--- src/rtl/gbuf_tile_reader_pkg.sv ---
// Shared definitions for the global-buffer tile reader: default buffer widths and
// the reader FSM state encoding.
package gbuf_tile_reader_pkg;

    localparam int GB_DATA_WIDTH = 32;
    localparam int GB_ADDR_WIDTH = 16;

    typedef enum logic [1:0] {
        TR_IDLE  = 2'd0,
        TR_ISSUE = 2'd1,
        TR_DRAIN = 2'd2,
        TR_DONE  = 2'd3
    } tr_state_t;

endpackage

--- src/rtl/gbuf_tile_reader_fifo.sv ---
// Small synchronous FIFO with occupancy count; the reader stores {last, data} words in it.
module npu_sync_fifo #(
    parameter int WIDTH = 33,
    parameter int DEPTH = 4
) (
    input  logic                     clk,
    input  logic                     rst,
    input  logic                     push,
    input  logic [WIDTH-1:0]         push_data,
    input  logic                     pop,
    output logic [WIDTH-1:0]         pop_data,
    output logic                     empty,
    output logic [$clog2(DEPTH):0]   count
);

    localparam int PW = $clog2(DEPTH);
    localparam logic [PW-1:0] PTR_ONE = 1;
    localparam logic [PW:0]   CNT_ONE = 1;

    logic [WIDTH-1:0] mem [DEPTH];
    logic [PW-1:0]    wr_ptr;
    logic [PW-1:0]    rd_ptr;
    logic [PW:0]      count_q;

    // Storage carries no reset; only the pointers and count define what is valid.
    always_ff @(posedge clk) begin
        if (push) begin
            mem[wr_ptr] <= push_data;
        end
    end

    always_ff @(posedge clk) begin
        if (rst) begin
            wr_ptr  <= '0;
            rd_ptr  <= '0;
            count_q <= '0;
        end else begin
            if (push) begin
                wr_ptr <= wr_ptr + PTR_ONE;
            end
            if (pop) begin
                rd_ptr <= rd_ptr + PTR_ONE;
            end
            case ({push, pop})
                2'b10:   count_q <= count_q + CNT_ONE;
                2'b01:   count_q <= count_q - CNT_ONE;
                default: count_q <= count_q;
            endcase
        end
    end

    assign pop_data = mem[rd_ptr];
    assign empty    = (count_q == '0);
    assign count    = count_q;

endmodule

--- src/rtl/gbuf_tile_reader.sv ---
// Walks a row-strided tile out of the global buffer and streams it on valid/ready,
// issuing reads only when the skid FIFO is guaranteed room for the returning word.
module gbuf_tile_reader
    import gbuf_tile_reader_pkg::*;
#(
    parameter int DATA_WIDTH = GB_DATA_WIDTH,
    parameter int ADDR_WIDTH = GB_ADDR_WIDTH,
    parameter int DIM_WIDTH  = 8,
    parameter int FIFO_DEPTH = 4
) (
    input  logic                  clk,
    input  logic                  rst,
    input  logic                  start,
    input  logic [ADDR_WIDTH-1:0] base_addr,
    input  logic [DIM_WIDTH-1:0]  rows,
    input  logic [DIM_WIDTH-1:0]  cols,
    input  logic [ADDR_WIDTH-1:0] row_stride,
    output logic                  busy,
    output logic                  done,
    output logic                  gb_ce,
    output logic                  gb_we,
    output logic [ADDR_WIDTH-1:0] gb_addr,
    input  logic [DATA_WIDTH-1:0] gb_rdata,
    output logic                  m_valid,
    input  logic                  m_ready,
    output logic [DATA_WIDTH-1:0] m_data,
    output logic                  m_last,
    output tr_state_t             dbg_state
);

    localparam int CW = $clog2(FIFO_DEPTH) + 1;
    localparam logic [CW:0]          DEPTH_LIM = (CW + 1)'(FIFO_DEPTH);
    localparam logic [DIM_WIDTH-1:0] DIM_ONE   = 1;
    localparam logic [ADDR_WIDTH-1:0] ADDR_ONE = 1;

    tr_state_t             state_q, state_d;
    logic [DIM_WIDTH-1:0]  rows_q, cols_q, r_cnt, c_cnt;
    logic [ADDR_WIDTH-1:0] stride_q, row_ptr, addr_q;
    logic                  inflight, inflight_last;
    logic [CW-1:0]         fifo_count;
    logic [CW:0]           occupancy;
    logic [DATA_WIDTH:0]   head;
    logic                  fifo_empty;
    logic                  issue, issue_last, col_end, row_end, pop;

    // A word is transferred on every cycle where m_valid and m_ready are both high;
    // m_valid never drops and m_data never changes while a word waits for m_ready.
    assign occupancy  = {1'b0, fifo_count} + {{CW{1'b0}}, inflight};
    assign issue      = (state_q == TR_ISSUE) && (occupancy < DEPTH_LIM);
    assign col_end    = (c_cnt == cols_q - DIM_ONE);
    assign row_end    = (r_cnt == rows_q - DIM_ONE);
    assign issue_last = issue && col_end && row_end;
    assign pop        = m_valid && m_ready;

    always_comb begin
        state_d = state_q;
        case (state_q)
            TR_IDLE: begin
                if (start) begin
                    state_d = (rows != '0 && cols != '0) ? TR_ISSUE : TR_DONE;
                end
            end
            TR_ISSUE: if (issue_last) state_d = TR_DRAIN;
            TR_DRAIN: if (pop && head[DATA_WIDTH]) state_d = TR_DONE;
            TR_DONE:  state_d = TR_IDLE;
            default:  state_d = TR_IDLE;
        endcase
    end

    always_ff @(posedge clk) begin
        if (rst) begin
            state_q       <= TR_IDLE;
            rows_q        <= '0;
            cols_q        <= '0;
            r_cnt         <= '0;
            c_cnt         <= '0;
            stride_q      <= '0;
            row_ptr       <= '0;
            addr_q        <= '0;
            inflight      <= 1'b0;
            inflight_last <= 1'b0;
        end else begin
            state_q       <= state_d;
            inflight      <= issue;
            inflight_last <= issue_last;
            if (state_q == TR_IDLE && start) begin
                rows_q   <= rows;
                cols_q   <= cols;
                stride_q <= row_stride;
                row_ptr  <= base_addr;
                addr_q   <= base_addr;
                r_cnt    <= '0;
                c_cnt    <= '0;
            end else if (issue) begin
                if (col_end) begin
                    c_cnt   <= '0;
                    r_cnt   <= r_cnt + DIM_ONE;
                    row_ptr <= row_ptr + stride_q;
                    addr_q  <= row_ptr + stride_q;
                end else begin
                    c_cnt  <= c_cnt + DIM_ONE;
                    addr_q <= addr_q + ADDR_ONE;
                end
            end
        end
    end

    npu_sync_fifo #(
        .WIDTH (DATA_WIDTH + 1),
        .DEPTH (FIFO_DEPTH)
    ) u_fifo (
        .clk       (clk),
        .rst       (rst),
        .push      (inflight),
        .push_data ({inflight_last, gb_rdata}),
        .pop       (pop),
        .pop_data  (head),
        .empty     (fifo_empty),
        .count     (fifo_count)
    );

    assign gb_ce     = issue;
    assign gb_we     = 1'b0;
    assign gb_addr   = addr_q;
    assign m_valid   = !fifo_empty;
    assign m_data    = m_valid ? head[DATA_WIDTH-1:0] : '0;
    assign m_last    = m_valid && head[DATA_WIDTH];
    assign busy      = (state_q == TR_ISSUE) || (state_q == TR_DRAIN);
    assign done      = (state_q == TR_DONE);
    assign dbg_state = state_q;

endmodule

--- config.mk ---
export PLATFORM = sky130hd
export DESIGN_NAME = gbuf_tile_reader
export DESIGN_NICKNAME = d
export VERILOG_FILES = /design/src/rtl/gbuf_tile_reader_pkg.sv /design/src/rtl/gbuf_tile_reader_fifo.sv /design/src/rtl/gbuf_tile_reader.sv
export SDC_FILE = /design/constraint.sdc
export NUM_CORES = 1
export LEC_CHECK = 0
export BUFFER_PORTS_ARGS = -buffer_cell sky130_fd_sc_hd__buf_2
export CAP_MARGIN = 10
export CORE_ASPECT_RATIO = 1.4
export CORE_MARGIN = 1.5
export CORE_UTILIZATION = 50
export DETAILED_ROUTE_END_ITERATION = 8
export PLACE_DENSITY = 0.81
export SYNTH_ARGS = -nofsm -noshare
export SYNTH_HDL_FRONTEND = slang
export SYNTH_SLANG_ARGS = --single-unit
--- constraint.sdc ---
create_clock -name clk -period 2.85 [get_ports clk]
set_input_delay 0.285 -clock clk [delete_from_list [all_inputs] [get_ports clk]]
set_output_delay 0.285 -clock clk [all_outputs]
set_load 0.02 [all_outputs]
# Yosys cells after proc, flatten, opt, wreduce, memory -nomap -nowiden
# Memories as Yosys holds them, arrays and structs flattened. A register that Yosys moved wholly into a read port is not among the register bits.
# Cells that the tools add are included.
[totals]
register_bits = 91
mem_bits_rw = 132
input_bits = 84
mem_count = 1
[mem_list]
columns = ["memory", "words", "width", "rd", "rd_clocked_by_memory_dff", "write_ports", "line_no", "text"]
rows = [
  ["u_fifo.mem", 4, 33, 1, 1, 1, "gbuf_tile_reader_fifo.sv:20", "logic [WIDTH-1:0] mem [DEPTH];"],
]
[op_classes]
n_addsub = 11
magnitude_cmp = 1
eq_ne = 10
mux = 18
reduce_logical = 21
[op_table]
columns = ["operator", "n"]
rows = [
  ["$mux W16", 6],
  ["$mux W32", 1],
  ["$add A16 B1 Y16 const B", 1],
  ["$add A16 B16 Y16", 1],
  ["$add A8 B1 Y8 const B", 2],
  ["$eq A8 B8 Y1", 2],
  ["$reduce_bool A8 Y1", 2],
  ["$sub A8 B1 Y8 const B", 2],
  ["$mux W2", 6],
  ["$logic_and A1 B1 Y1", 8],
  ["$mux W8", 1],
  ["$pmux W2 S4", 1],
  ["$eq A2 B2 Y1 const B", 3],
  ["$ne A2 B2 Y1 const B", 3],
  ["$pmux W3 S2", 1],
  ["$reduce_bool A2 Y1", 3],
  ["$add A2 B1 Y2 const B", 2],
  ["$add A3 B1 Y4", 1],
  ["$eq A2 B1 Y1 const B", 2],
  ["$lt A4 B3 Y1 const B", 1],
  ["$reduce_and A2 Y1", 2],
  ["$add A3 B1 Y3 const B", 1],
  ["$logic_not A3 Y1", 1],
  ["$reduce_and A3 Y1", 1],
  ["other kinds (6)", 7],
]

# Longest topological paths before layout
[logic_depth]
word_depth = 7
mapped_depth = 10
ltp_nobuf = 10

# Cells and area by module
# Synthesis repeated with hierarchy kept, for this count alone.
[hier_totals]
hier_cells = 925
area_unflattened_um2 = 10639.0
[modules_own_cells]
columns = ["mod", "instances", "cells_per_inst", "area_per_inst_um2"]
rows = [
  ["gbuf_tile_reader", 1, 706, 5402.7],
  ["npu_sync_fifo", 1, 219, 5236.3],
]

# Worst setup path after synthesis
# Ideal clock, no wire load.
[synth_timing]
path_kind = "register to register"
start = "reg rows_q[0]"
end = "reg state_q[1], in the netlist dbg_state[1]"
setup_ps = 121
arrival_ps = 2246
setup_slack_ps = 482
stages_incl_launch_ff = 11
n_path_buf = 1
period_less_slack_ps = 2368
cell_sequence = "dfxtp_1 > inv_1 > ha_1 > clkbuf_1 > xor2_1 > nor2_1 > a21oi_1 > a2111oi_0 > a31oi_1 > a211o_1 > mux2_4"
[synth_via]
elab_chain_len = 5
[synth_lines]
columns = ["item", "line_no", "text"]
rows = [
  ["start: declaration", "gbuf_tile_reader.sv:37", "logic [DIM_WIDTH-1:0] rows_q, cols_q, r_cnt, c_cnt;"],
  ["start signal: assignment", "gbuf_tile_reader.sv:87", "rows_q <= rows;"],
  ["$sub A8 B1 Y8", "gbuf_tile_reader.sv:51", "assign row_end = (r_cnt == rows_q - DIM_ONE);"],
  ["$eq A8 B8 Y1", "gbuf_tile_reader.sv:51", ""],
  ["$logic_and A1 B1 Y1", "gbuf_tile_reader.sv:52", "assign issue_last = issue && col_end && row_end;"],
  ["$ne A2 B2 Y1 (no source line)", "--", ""],
  ["$reduce_and A3 Y1 (no source line)", "--", ""],
  ["end signal: assignment", "gbuf_tile_reader.sv:83", "state_q <= state_d;"],
  ["end: declaration", "gbuf_tile_reader.sv:36", "tr_state_t state_q, state_d;"],
]
# Every way passes these cells.
# A chain may end at the register's enable or synchronous reset.

# Worst setup path in the final report
# Ends and elaborated chain as after synthesis.

==> flow_summary_export.csv <==
group,metric,value,unit
drt,vias_per_cell,5.715,
floorplan,dieArea,21790,sq um
sta,finalHoldViolCount,0,
cells_and_area,multi_input_area,4364,sq um
floorplan,die_h,174.1,um
clock_network,cts_sinks,225,
synth,synth-edff-count,132,
clock_network,cts_buffers,22,
setup_path,path_max_fanout,8,
drt,wl_per_cell,17.91,um
status,outcome,"finished, final reports clean",
sta,setup_violations,0,
floorplan,pin_count,140,
worst_hold_path,worstHoldEndpoint,"u_fifo.mem[2][31]$_DFFE_PP_",
placed_design,finalWeightedCongestion,0.9183,
synth,ys_seq_elements,225,
sta,skew,0.01057,ns
clock_network,cts-htree-levels,1,
floorplan,core,20480,sq um
drt,routed_wl,23.84,mm
drt,postRouteAntennaNets,0,
sta,final-max-slew-violation-count,0,
synth,syn_area_per_cell,11.69,sq um
synth,synthCells,894,
drt,vias,7606,
cells_and_area,nets,1175,
floorplan,start_util,51.03,%
cells_and_area,syn2layout_area_growth,19.33,%
sta,rsz0062_at_grt,"no",
cells_and_area,n_antenna_cell,0,
pwr,irDropWorstVdd,0.0005728,V
pwr,p_total,10860,uW
setup_path,critPathRequiredTime,3.23,ns
placed_design,io_buffers,138,
synth,yosysSeqAreaShare,55.75,%
pwr,p_leak,0.004801,uW
global_routing,antenna_found_initial,0,
global_routing,grt.total_usage,21.66,%
sta,period_needed,2.615,ns
synth,synth_top_cell_by_area,"edfxtp_1",
sta,fin_setup_tns,0,ns
sta,fin_crit_sh,91.75,%
floorplan,die_w,125.2,um
setup_path,worstSetupStartpoint,"rows_q[0]$_SDFFE_PP0P_",
setup_path,r2r-end,"dbg_state[1]$_SDFFE_PP0P_",
sta,maxSlewHeadroom,59.96,%
worst_hold_path,hp-class,"in2reg",
setup_path,reg2reg_from,"rows_q[0]$_SDFFE_PP0P_",
clock_network,path_clk_slew,0.07,ns
synth,synth-main-ff-cell,"edfxtp_1",
setup_path,start_kind,"flip-flop",
global_routing,grt_pass1_wl,38.16,mm
synth,synthTopCellsByCount,"132 x edfxtp_1, 98 x nand2_1, 93 x dfxtp_1, 70 x nor2_1, 62 x a21oi_1",
drt,drt_pass1_iterations,5,
flow_run,drv_cap,0,
clock_network,tritoncts,"done",
setup_path,cp.arrival,3.00,ns
placed_design,hpwlAfterDp,16.43,mm
setup_path,end_kind,"flip-flop",
clock_network,clk-insertion-delay-late,0.50,ns
setup_path,rrSetupSlack,0.24,ns
pwr,power_density,870.6,nW/um^2
clock_network,cts_root_buffer,"clkbuf_16",
synth,ys_types,66,
global_routing,grt_max_degree,49,
setup_path,path_class,"reg2reg",
synth,syn_area,10450,sq um
drt,first_iter_violations,488,
cells_and_area,final_layout_size_suffix_gt1_share,22.42,%
worst_hold_path,min-delay-start,"gb_rdata[31]",
drt,drc,0,
synth,post-synth-top-count-cell,"edfxtp_1",
sta,fmax,382.4,MHz
worst_hold_path,hold_depth,1,
cells_and_area,regArea,5827,sq um
floorplan,rows,62,
clock_network,cts_max_path_buffers,3,
synth,ys_warn_count,0,
global_routing,grt_pass1_vias,7597,
cells_and_area,nFillCells,1629,
synth,synth_nets,1010,
synth,synth_area_leaders,"edfxtp_1 38%, dfxtp_1 18%, mux4_2 7.1%",
clock_network,cts_setup_buffers,0,
sta,tightest_slew,0.5951,ns
synth,async_reset_ff_share,0,%
setup_path,r2r.worst_path.cells,10,
synth,synth_top_area_share,37.93,%
global_routing,grt_overflow_total,0,
[sequential cells by signal, summed over array words and instances (netlist names), 3 cells and up, named ones only]
signal        count
u_fifo.mem      132
gb_addr          16
row_ptr          16
stride_q         16
c_cnt             8
cols_q            8
r_cnt             8
rows_q            8
u_fifo.count      3
[where the power goes]
group | internal, uW | switching (uW)
Clock | 1830 | 1230
Combinational | 1440 | 2100
Sequential | 3860 | 389
[kinds of logic after synthesis]
| kind of cell | synth area share (%) |
|---|---|
| adder cells (fa/ha/maj) | 3.975 |
| AND/OR/NAND/NOR | 14.24 |
| AO/OA/AOI/OAI | 9.602 |
| flip-flops | 55.75 |
| multiplexers | 9.183 |
| buffers and inverters | 2.526 |
| other | 0.03589 |
| XOR/XNOR | 4.693 |
[layer usage]
metal / share of wire [%] / GRT usage, % / vias to the layer above
met4: 3.3 / 7.955 / 0
met5: 0 / 0 / -
met1: 37 / 25.11 / 3663
met2: 54 / 40.48 / 282
met3: 5.7 / 2.924 / 55
li1: - / - / 3606
[critical path: stages (launching register included)]
cell,delay [ns]
dfxtp_1,0.44
inv_1,0.07
ha_1,0.31
xor2_1,0.18
nor2_1,0.09
a21oi_1,0.05
a2111oi_1,0.48
buf_4,0.20
a31oi_1,0.10
a211o_1,0.29
mux2_4,0.30
[cells in the final DEF (no fill, tap or decap), drive strengths merged, types with 11 or more instances in the layout]
cell type and instances:
and3 11, a211oi 13, dlygate4sd3 23, o21ai 17, a21oi 62, nand2 99
xnor2 25, inv 24, mux4 33, and2 43, mux2i 19, nor2 70
ha 30, xor2 31, nor3 17, buf 161, edfxtp 132, dfxtp 93
clkbuf 24, nand3 13
[cell type report]
| type | instances | share of cell area [%] |
|---|---|---|
| timing repair buffer | 184 | 8.870 |
| inverter | 23 | 0.6924 |
| clock buffer | 24 | 4.646 |
| sequential | 225 | 46.73 |
| clock inverter | 16 | 1.495 |
| multi-input combinational | 603 | 35.00 |
| tap | 256 | 2.569 |
[worst max-delay path by stage]
stage | cells after the start | end | slack (ns)
floorplan | 10 | dbg_state[1]$_SDFFE_PP0P_ | 0.48
global placement | 10 | dbg_state[1]$_SDFFE_PP0P_ | 0.16
detailed placement | 10 | dbg_state[1]$_SDFFE_PP0P_ | 0.14
CTS | 10 | dbg_state[1]$_SDFFE_PP0P_ | 0.10
global route | 10 | dbg_state[1]$_SDFFE_PP0P_ | 0.007
finish | 10 | dbg_state[1]$_SDFFE_PP0P_ | 0.24
[metrics by stage]
stage	instances	area, sq um	worst slack (ns)	hold slack (ns)	util (%)
2_1_floorplan	894	10450	0.4825	0.3839	-
3_3_place_gp	1268	11470	0.1573	0.4500	56.02
3_5_place_dp	1268	11470	0.1417	0.4531	56.02
4_1_cts	1331	12470	0.1042	0.002114	60.88
5_1_grt	1331	12470	0.006905	0.005899	60.89
6_report	1331	12470	0.2352	0.01853	60.89
[what timing repair did]
item,4_1_cts,5_1_grt
hold buffers,23,0
resized for setup,0,1
setup endpoints to repair,0,2
hold endpoints to repair,84,0
(Power assumes the default switching activity.)
